--- config.mk ---
export PLATFORM = sky130hd
export DESIGN_NAME = ripple_mw_add_ctrl_flat
export DESIGN_NICKNAME = d
export VERILOG_FILES = /design/src/rtl/ripple_mw_add_if.sv /design/src/rtl/ripple_mw_add_ctrl.sv /design/src/flat_wrapper.sv
export SDC_FILE = /design/constraint.sdc
export NUM_CORES = 1
export LEC_CHECK = 0
export ABC_CLOCK_PERIOD_IN_PS = 3700
export BUFFER_PORTS_ARGS = -buffer_cell sky130_fd_sc_hd__buf_4
export CAP_MARGIN = 10
export CORE_MARGIN = 1.5
export CORE_UTILIZATION = 54
export DETAILED_ROUTE_END_ITERATION = 10
export PLACE_DENSITY = 0.8
export SLEW_MARGIN = 20
export SYNTH_ARGS = -nofsm -noshare
export SYNTH_HDL_FRONTEND = slang
export SYNTH_SLANG_ARGS = --single-unit
--- constraint.sdc ---
create_clock -name clk -period 3.7 [get_ports clk]
set_clock_uncertainty 0.1 [all_clocks]
set_input_delay 0.37 -clock clk [delete_from_list [all_inputs] [get_ports clk]]
set_output_delay 0.37 -clock clk [all_outputs]
set_load 0.005 [all_outputs]
--- src/rtl/ripple_mw_add_if.sv ---
// Request/result bundle for the multi-word ripple add/subtract sequencer.
// The master drives operands and start; the slave returns busy/done and the result.
interface ripple_mw_add_if #(
    parameter int W     = 4,
    parameter int WORDS = 4
);
    localparam int N = W * WORDS;

    logic         start;
    logic         sub;
    logic         cin;
    logic [N-1:0] A;
    logic [N-1:0] B;
    logic         busy;
    logic         done;
    logic [N-1:0] S;
    logic         C;

    modport master (
        output start, sub, cin, A, B,
        input  busy, done, S, C
    );

    modport slave (
        input  start, sub, cin, A, B,
        output busy, done, S, C
    );
endinterface

--- src/rtl/ripple_mw_add_ctrl.sv ---
// Wide add/subtract built from one W-bit ripple chunk adder reused over WORDS cycles,
// with the inter-chunk carry held in a register between cycles.
//
// state | meaning
// IDLE  | waiting for start; S/C hold the last result
// RUN   | one chunk per cycle, low chunk first; busy=1
// DONE  | done=1 for one cycle; a new start may be accepted here
module ripple_mw_add_ctrl #(
    parameter int W     = 4,
    parameter int WORDS = 4
) (
    input  logic                  clk,
    input  logic                  rst,
    ripple_mw_add_if.slave        bus
);
    localparam int N    = W * WORDS;
    localparam int IDXW = (WORDS > 1) ? $clog2(WORDS) : 1;

    typedef enum logic [1:0] {
        IDLE = 2'd0,
        RUN  = 2'd1,
        DONE = 2'd2
    } state_t;

    state_t            state_q, state_d;
    logic [IDXW-1:0]   idx_q, idx_d;
    logic [N-1:0]      a_q, a_d;
    logic [N-1:0]      b_q, b_d;
    logic [N-1:0]      s_q, s_d;
    logic              carry_q, carry_d;
    logic              c_q, c_d;

    logic [W-1:0]      a_ch;
    logic [W-1:0]      b_ch;
    logic [W-1:0]      sum_ch;
    logic              cy;

    // Operand chunk select for the current index.
    always_comb begin
        a_ch = '0;
        b_ch = '0;
        for (int i = 0; i < WORDS; i++) begin
            if (idx_q == IDXW'(i)) begin
                a_ch = a_q[i*W +: W];
                b_ch = b_q[i*W +: W];
            end
        end
    end

    // The single shared W-bit ripple-carry adder.
    always_comb begin
        logic rc;
        rc     = carry_q;
        sum_ch = '0;
        for (int j = 0; j < W; j++) begin
            sum_ch[j] = a_ch[j] ^ b_ch[j] ^ rc;
            rc        = (a_ch[j] & b_ch[j]) | (rc & (a_ch[j] ^ b_ch[j]));
        end
        cy = rc;
    end

    always_comb begin
        state_d = state_q;
        idx_d   = idx_q;
        a_d     = a_q;
        b_d     = b_q;
        s_d     = s_q;
        carry_d = carry_q;
        c_d     = c_q;

        case (state_q)
            IDLE, DONE: begin
                if (bus.start) begin
                    // Subtract is A + ~B + 1, so the inversion and the +1 happen at accept.
                    a_d     = bus.A;
                    b_d     = bus.sub ? ~bus.B : bus.B;
                    carry_d = bus.sub ? 1'b1 : bus.cin;
                    idx_d   = '0;
                    s_d     = '0;
                    state_d = RUN;
                end else begin
                    state_d = IDLE;
                end
            end
            RUN: begin
                for (int i = 0; i < WORDS; i++) begin
                    if (idx_q == IDXW'(i)) begin
                        s_d[i*W +: W] = sum_ch;
                    end
                end
                carry_d = cy;
                if (idx_q == IDXW'(WORDS - 1)) begin
                    c_d     = cy;
                    idx_d   = '0;
                    state_d = DONE;
                end else begin
                    idx_d = idx_q + IDXW'(1);
                end
            end
            default: begin
                state_d = IDLE;
            end
        endcase
    end

    always_ff @(posedge clk) begin
        if (rst) begin
            state_q <= IDLE;
            idx_q   <= '0;
            a_q     <= '0;
            b_q     <= '0;
            s_q     <= '0;
            carry_q <= 1'b0;
            c_q     <= 1'b0;
        end else begin
            state_q <= state_d;
            idx_q   <= idx_d;
            a_q     <= a_d;
            b_q     <= b_d;
            s_q     <= s_d;
            carry_q <= carry_d;
            c_q     <= c_d;
        end
    end

    assign bus.busy = (state_q == RUN);
    assign bus.done = (state_q == DONE);
    assign bus.S    = s_q;
    assign bus.C    = c_q;
endmodule
--- src/flat_wrapper.sv ---
// flat-port wrapper written by rule: the top's interface ports become plain ports
module ripple_mw_add_ctrl_flat 
#(
    parameter int W     = 4,
    parameter int WORDS = 4
)
  (clk, rst, bus_start, bus_sub, bus_cin, bus_A, bus_B, bus_busy, bus_done, bus_S, bus_C);
  ripple_mw_add_if #(.W(W), .WORDS(WORDS)) bus_i ();
  input  logic clk;
  input  logic rst;
  input wire logic [$bits(bus_i.start)-1:0] bus_start;
  input wire logic [$bits(bus_i.sub)-1:0] bus_sub;
  input wire logic [$bits(bus_i.cin)-1:0] bus_cin;
  input wire logic [$bits(bus_i.A)-1:0] bus_A;
  input wire logic [$bits(bus_i.B)-1:0] bus_B;
  output wire logic [$bits(bus_i.busy)-1:0] bus_busy;
  output wire logic [$bits(bus_i.done)-1:0] bus_done;
  output wire logic [$bits(bus_i.S)-1:0] bus_S;
  output wire logic [$bits(bus_i.C)-1:0] bus_C;
  assign bus_i.start = bus_start;
  assign bus_i.sub = bus_sub;
  assign bus_i.cin = bus_cin;
  assign bus_i.A = bus_A;
  assign bus_i.B = bus_B;
  assign bus_busy = bus_i.busy;
  assign bus_done = bus_i.done;
  assign bus_S = bus_i.S;
  assign bus_C = bus_i.C;
  ripple_mw_add_ctrl #(.W(W), .WORDS(WORDS)) u_core (.clk(clk), .rst(rst), .bus(bus_i));
endmodule
After elaboration in Yosys (flattened, before gate mapping):

Index checks and enable logic that the tools add are counted.

* shifts and indexed selects: 0
* add/subtract/negate cells: 1
* divide/modulo/power cells: 0
* reductions and logical operators: 11
* $lt $le $gt $ge: 0
* mux-type cells: 24
* multiply operators: 0
* eq/ne operators: 10
* bitwise logic cells: 21

Operators with widths (count)
* two-way mux 4 bit: 12
* two-way mux 16 bit: 2
* case mux 16 bit (2 select lines): 1
* inverter 16 bit: 1
* AND reduction 3 bit: 4
* bitwise AND 1 bit: 8
* != test 2 x 1 -> 1 bit (second input constant): 4
* case mux 2 bit (2 select lines): 2
* bitwise XOR 1 bit: 8
* equality test 2 bit (second input constant): 3
* two-way mux 2 bit: 3
* AND reduction 2 bit: 3
* equality test 2 x 1 -> 1 bit (second input constant): 2
* zero test 2 bit: 2
* OR 1 bit: 4
* two-way mux 1 bit: 3
* adder 2 x 1 -> 2 bit (second input constant): 1
* != test 2 bit (second input constant): 1
* case mux 1 bit (2 select lines): 1
* nonzero test 2 bit: 1
* OR reduction 2 bit: 1

* ROM bits: 0
* output and inout bits: 19
* word-level logic and storage cells: 77
* input bits: 37
* bits in latches: 0
* bits in writable memories: 0
* memories: 0
* register bits: 54

Depth between registers and ports, before layout:

* depth after elaboration: 15
* mapped depth: 14
* mapped depth without buffers: 13

Worst setup path before layout:

OpenSTA, ideal clock, no wires.

* path kind: reg-to-reg
* from: register u_core.idx_q[0]
* to: register u_core.s_q[15] (netlist: u_core.bus.S[15])
* stages on the path, launching flop included: 15
* library setup time: 0.070 ns
* path slack: 0.550 ns
* buffers on the path: 1
* data arrival time: 2.980 ns
* data required time: 3.530 ns
* clock period less this slack: 3.150 ns
* cells stage by stage: dfxtp_1 -> inv_1 -> ha_1 -> clkbuf_1 -> a21oi_1 -> o21ai_0 -> a22o_1 -> fa_1 -> inv_1 -> fa_1 -> inv_1 -> fa_1 -> fa_1 -> nand3_1 -> a21oi_1

* word-level cells in the longest chain between the ends: 15
* elaborated cells on any way between the ends: 30
* those cells by class: eq/ne (4); mux (10); bitwise (14); reduce/logical (2)

Ends and longest elaborated chain
* start, declared: line ripple_mw_add_ctrl.sv:26 `logic [IDXW-1:0] idx_q, idx_d;`
* start signal, assigned: line ripple_mw_add_ctrl.sv:117 `idx_q <= idx_d;`
* zero test 2 bit: line ripple_mw_add_ctrl.sv:43 `if (idx_q == IDXW'(i)) begin`
* two-way mux 4 bit (4 in a row): line ripple_mw_add_ctrl.sv:43
* bitwise XOR 1 bit: line ripple_mw_add_ctrl.sv:57 `rc = (a_ch[j] & b_ch[j]) | (rc & (a_ch[j] ^ b_ch[j]));`
* bitwise AND 1 bit: line ripple_mw_add_ctrl.sv:57
* OR 1 bit: line ripple_mw_add_ctrl.sv:57
* bitwise AND 1 bit: line ripple_mw_add_ctrl.sv:57
* OR 1 bit: line ripple_mw_add_ctrl.sv:57
* bitwise AND 1 bit: line ripple_mw_add_ctrl.sv:57
* OR 1 bit: line ripple_mw_add_ctrl.sv:57
* bitwise XOR 1 bit: line ripple_mw_add_ctrl.sv:56 `sum_ch[j] = a_ch[j] ^ b_ch[j] ^ rc;`
* two-way mux 4 bit: line ripple_mw_add_ctrl.sv:87 `if (idx_q == IDXW'(i)) begin`
* case mux 16 bit (2 select lines): line ripple_mw_add_ctrl.sv:71 `case (state_q)`
* end signal, assigned: line ripple_mw_add_ctrl.sv:112 `s_q <= '0;`
* end signal, assigned: line ripple_mw_add_ctrl.sv:120 `s_q <= s_d;`
* end, declared: line ripple_mw_add_ctrl.sv:29 `logic [N-1:0] s_q, s_d;`

Several ways; a longest one is shown, not always the timed one. The select of a mux whose other input is x is not followed.
A chain may end at the register's enable or synchronous reset.

Final worst setup path:

* from: register u_core.idx_q[0]
* to: register u_core.s_q[11] (netlist: u_core.bus.S[11])

The elaborated chain is that of the path after synthesis.

==> metrics.cfg <==
[status]
status = finished clean

[layout]
syn_to_final_growth_pct = 19.7
antenna_cells_inserted = 0
post_route_cells_drive_above_1_share = 0.199
commonest_cells_after_routing_fill_and_taps_aside = buf_4, dfxtp_1, a21oi_1
layout_commonest_cell = buf_4
fill_cells = 380
fin_nets = 395
multi_input_area_um2 = 1270
register_area_um2 = 1080

[timing]
fmax_achieved_ghz = 0.294
timing_hold_violations_final = 0
headroom_to_the_max_slew_limit = 0.537
finalCritPeriodShare = 0.918
timing.final.setup_violations = 0
rsz_0062_raised_after_global_routing = no
final_critical_path_setup_slack_ns = 0.304
max_slew.worst_pin.slew_ns = 0.695
layout_min_cycle_time_ns = 3.40
timing_max_transition_violations_final = 0
setup_total_negative_slack_ns = 0

[global_routing]
grt_pass1_wl_um = 9330
antenna_violations_before_repair = 0
maximum_number_of_pins_on_one_net_before_global_route_repair = 55
grt.overflow.total = 0
first_global_vias = 2070
globalRouteTotalUtil = 0.229

[worst_setup_path]
critical_path.cell_chain = inv_1 -> ha_1 -> a21oi_1 -> o21ai_0 -> a22o_1 -> fa_1 -> inv_1 -> fa_1 -> inv_1 -> fa_1 -> fa_1 -> nand3_1 -> a21oi_1
cell_with_the_most_instances_on_the_worst_path = fa_1
crit_family = adder cells
type_of_destination_of_the_critical_path = flip-flop
critPathLaunchType = flip-flop
crit_path_top_delay_cell = fa_1
worst_stage_delay_on_the_critical_path_ns = 0.58
critPathKind = reg2reg
critPathMaxFanout = 13
arrival_ns = 3.53
worst-endpoint-required_ns = 3.84
critical_path_buf_inv_count = 3

[clock_tree]
post_cts_buffers = 0
cts_max_path_buffers = 2
clk_pin_slew_worst_paths_ns = 0.09
cts_inserted_buffers = 5
clock_sinks = 54
tritoncts = done
hold_buffers = 0
cts_resized = 0
h_tree_levels = 2
root_buffer = clkbuf_8
worst_skew_pair.late_latency_ns = 0.30

[synth]
synth_area_per_cell_um2 = 8.15
yosys_warnings = 0
synth_largest_area_cell = dfxtp_1
ff_latch_count_synth = 54
synth_cell_types = 29
netlist.area_leader.share = 0.428
post_synthesis_cell_count = 310
synth.net_count = 355
synth.top_cells.by_area = dfxtp_1, a21oi_1, nand2_1, nand3_1, a211oi_1
seq_area_frac_synth = 0.428
syn_area_um2 = 2530

[placed_design]
buffer_ports.inserted = 55
dp_hpwl_um = 3870
place_ws_ns = 0.361
gp_routability_congestion = 0.845

[power]
power-per-cell-area_nw_per_um2 = 406
p_leak_nw = 1.19
vdd_ir_drop_max_mv = 0.245

[floorplan]
area_of_the_die_um2 = 5100
design.portCount = 56
design.core.area_um2 = 4410
placementRows = 24
die_x_um = 71.4
start_util = 0.573
vert_die_dim_um = 71.4

[drt]
vias = 2239
first_iter_violations = 136
drtAntennaViolNets = 0
detail_route.wl_per_cell_um = 13.9
remaining_drc_errors = 0
vias_per_cell = 5.56
detail_route.wirelength_um = 5610
drtPass1Iterations = 4

[job]
drv_cap = 0

[hold_path]
min_path_type = in2reg

## per-layer routing
| layer | vias to the layer above | global-route usage | part of all wire |
|---|---|---|---|
| li1 | 1136 | - | - |
| met1 | 1001 | 0.274 | 0.42 |
| met2 | 87 | 0.401 | 0.49 |
| met3 | 15 | 0.0577 | 0.068 |
| met4 | 0 | 0.0797 | 0.021 |
| met5 | - | 0 | 0 |
## metrics by stage
step                hold WS, ns  cells  utilization  power, W  area (µm²)
floorplan                 0.336    310            -  0.000798        2530
global placement          0.345    395        0.660  0.000866        2920
detailed placement        0.348    395        0.660  0.000871        2920
CTS                       0.193    403        0.685   0.00124        3030
global route              0.202    403        0.685   0.00128        3030
finish                    0.199    403        0.685   0.00123        3030
## report_power, final
group / switching (W) / leakage [nW] / internal, W
clock network: 0.000182 / 0.0575 / 0.000189
logic: 0.000123 / 0.694 / 0.0000988
registers: 0.0000221 / 0.442 / 0.000615
total: 0.000327 / 1.19 / 0.000903
## worst paths after layout
check / slack (ns) / from / endpoint / cells after the start
max: 0.30 / u_core.idx_q[0]$_SDFFE_PP0P_ / u_core.bus.S[11]$_SDFFE_PP0P_ / 13
min: 0.20 / bus_A[12] / u_core.a_q[12]$_SDFFE_PP0P_ / 3
max reg2reg: 0.30 / u_core.idx_q[0]$_SDFFE_PP0P_ / u_core.bus.S[11]$_SDFFE_PP0P_ / 13
min reg2reg: 0.36 / u_core.a_q[8]$_SDFFE_PP0P_ / u_core.a_q[8]$_SDFFE_PP0P_ / 2
## flip-flops by register name, summed over array words and instances, names as in the netlist
register        count
u_core.a_q         16
u_core.b_q         16
u_core.bus.C        1
u_core.bus.S       16
u_core.carry_q      1
u_core.idx_q        2
u_core.state_q      2
## kinds of logic after synthesis
kind of cell / share of synthesized area
AOI/OAI and AO/OA: 0.200
xor gates and xnor gates: 0.0554
adders and majority gates: 0.0515
buffers and inverters: 0.0708
DFF: 0.428
and+or+nand+nor: 0.195
## synth_stat cells, drive strengths merged
cell type and n:
nand2b 2, or2 1, nand2 43, a31oi 4, a22o 6, dfxtp 54, a21oi 48, nor4b 1
a211oi 16, or4b 1, nor2b 3, nor4bb 3, o21ai 9, clkbuf 13, nand3b 4, a22oi 2
nor2 21, ha 4, inv 13, o211ai 1, buf 14, nand3 27, fa 4, xnor2 12
xor2 4
## final cells by class
| type | count | area share |
|---|---|---|
| tap | 52 | 0.0215 |
| timing repair buffer | 60 | 0.149 |
| multi-input combinational | 216 | 0.420 |
| sequential | 54 | 0.357 |
| inverter | 13 | 0.0161 |
| clock buffer | 8 | 0.0364 |
## worst reg2reg max path: cells and delay by family (launching register included)
kind	cells	cell delay (ns)
adders and majority gates	5	1.88
buffers and inverters	3	0.22
and+or+nand+nor	1	0.09
AOI/OAI and AO/OA	4	0.62
DFF	1	0.42
No activity file was read; power rests on OpenSTA's default activity.
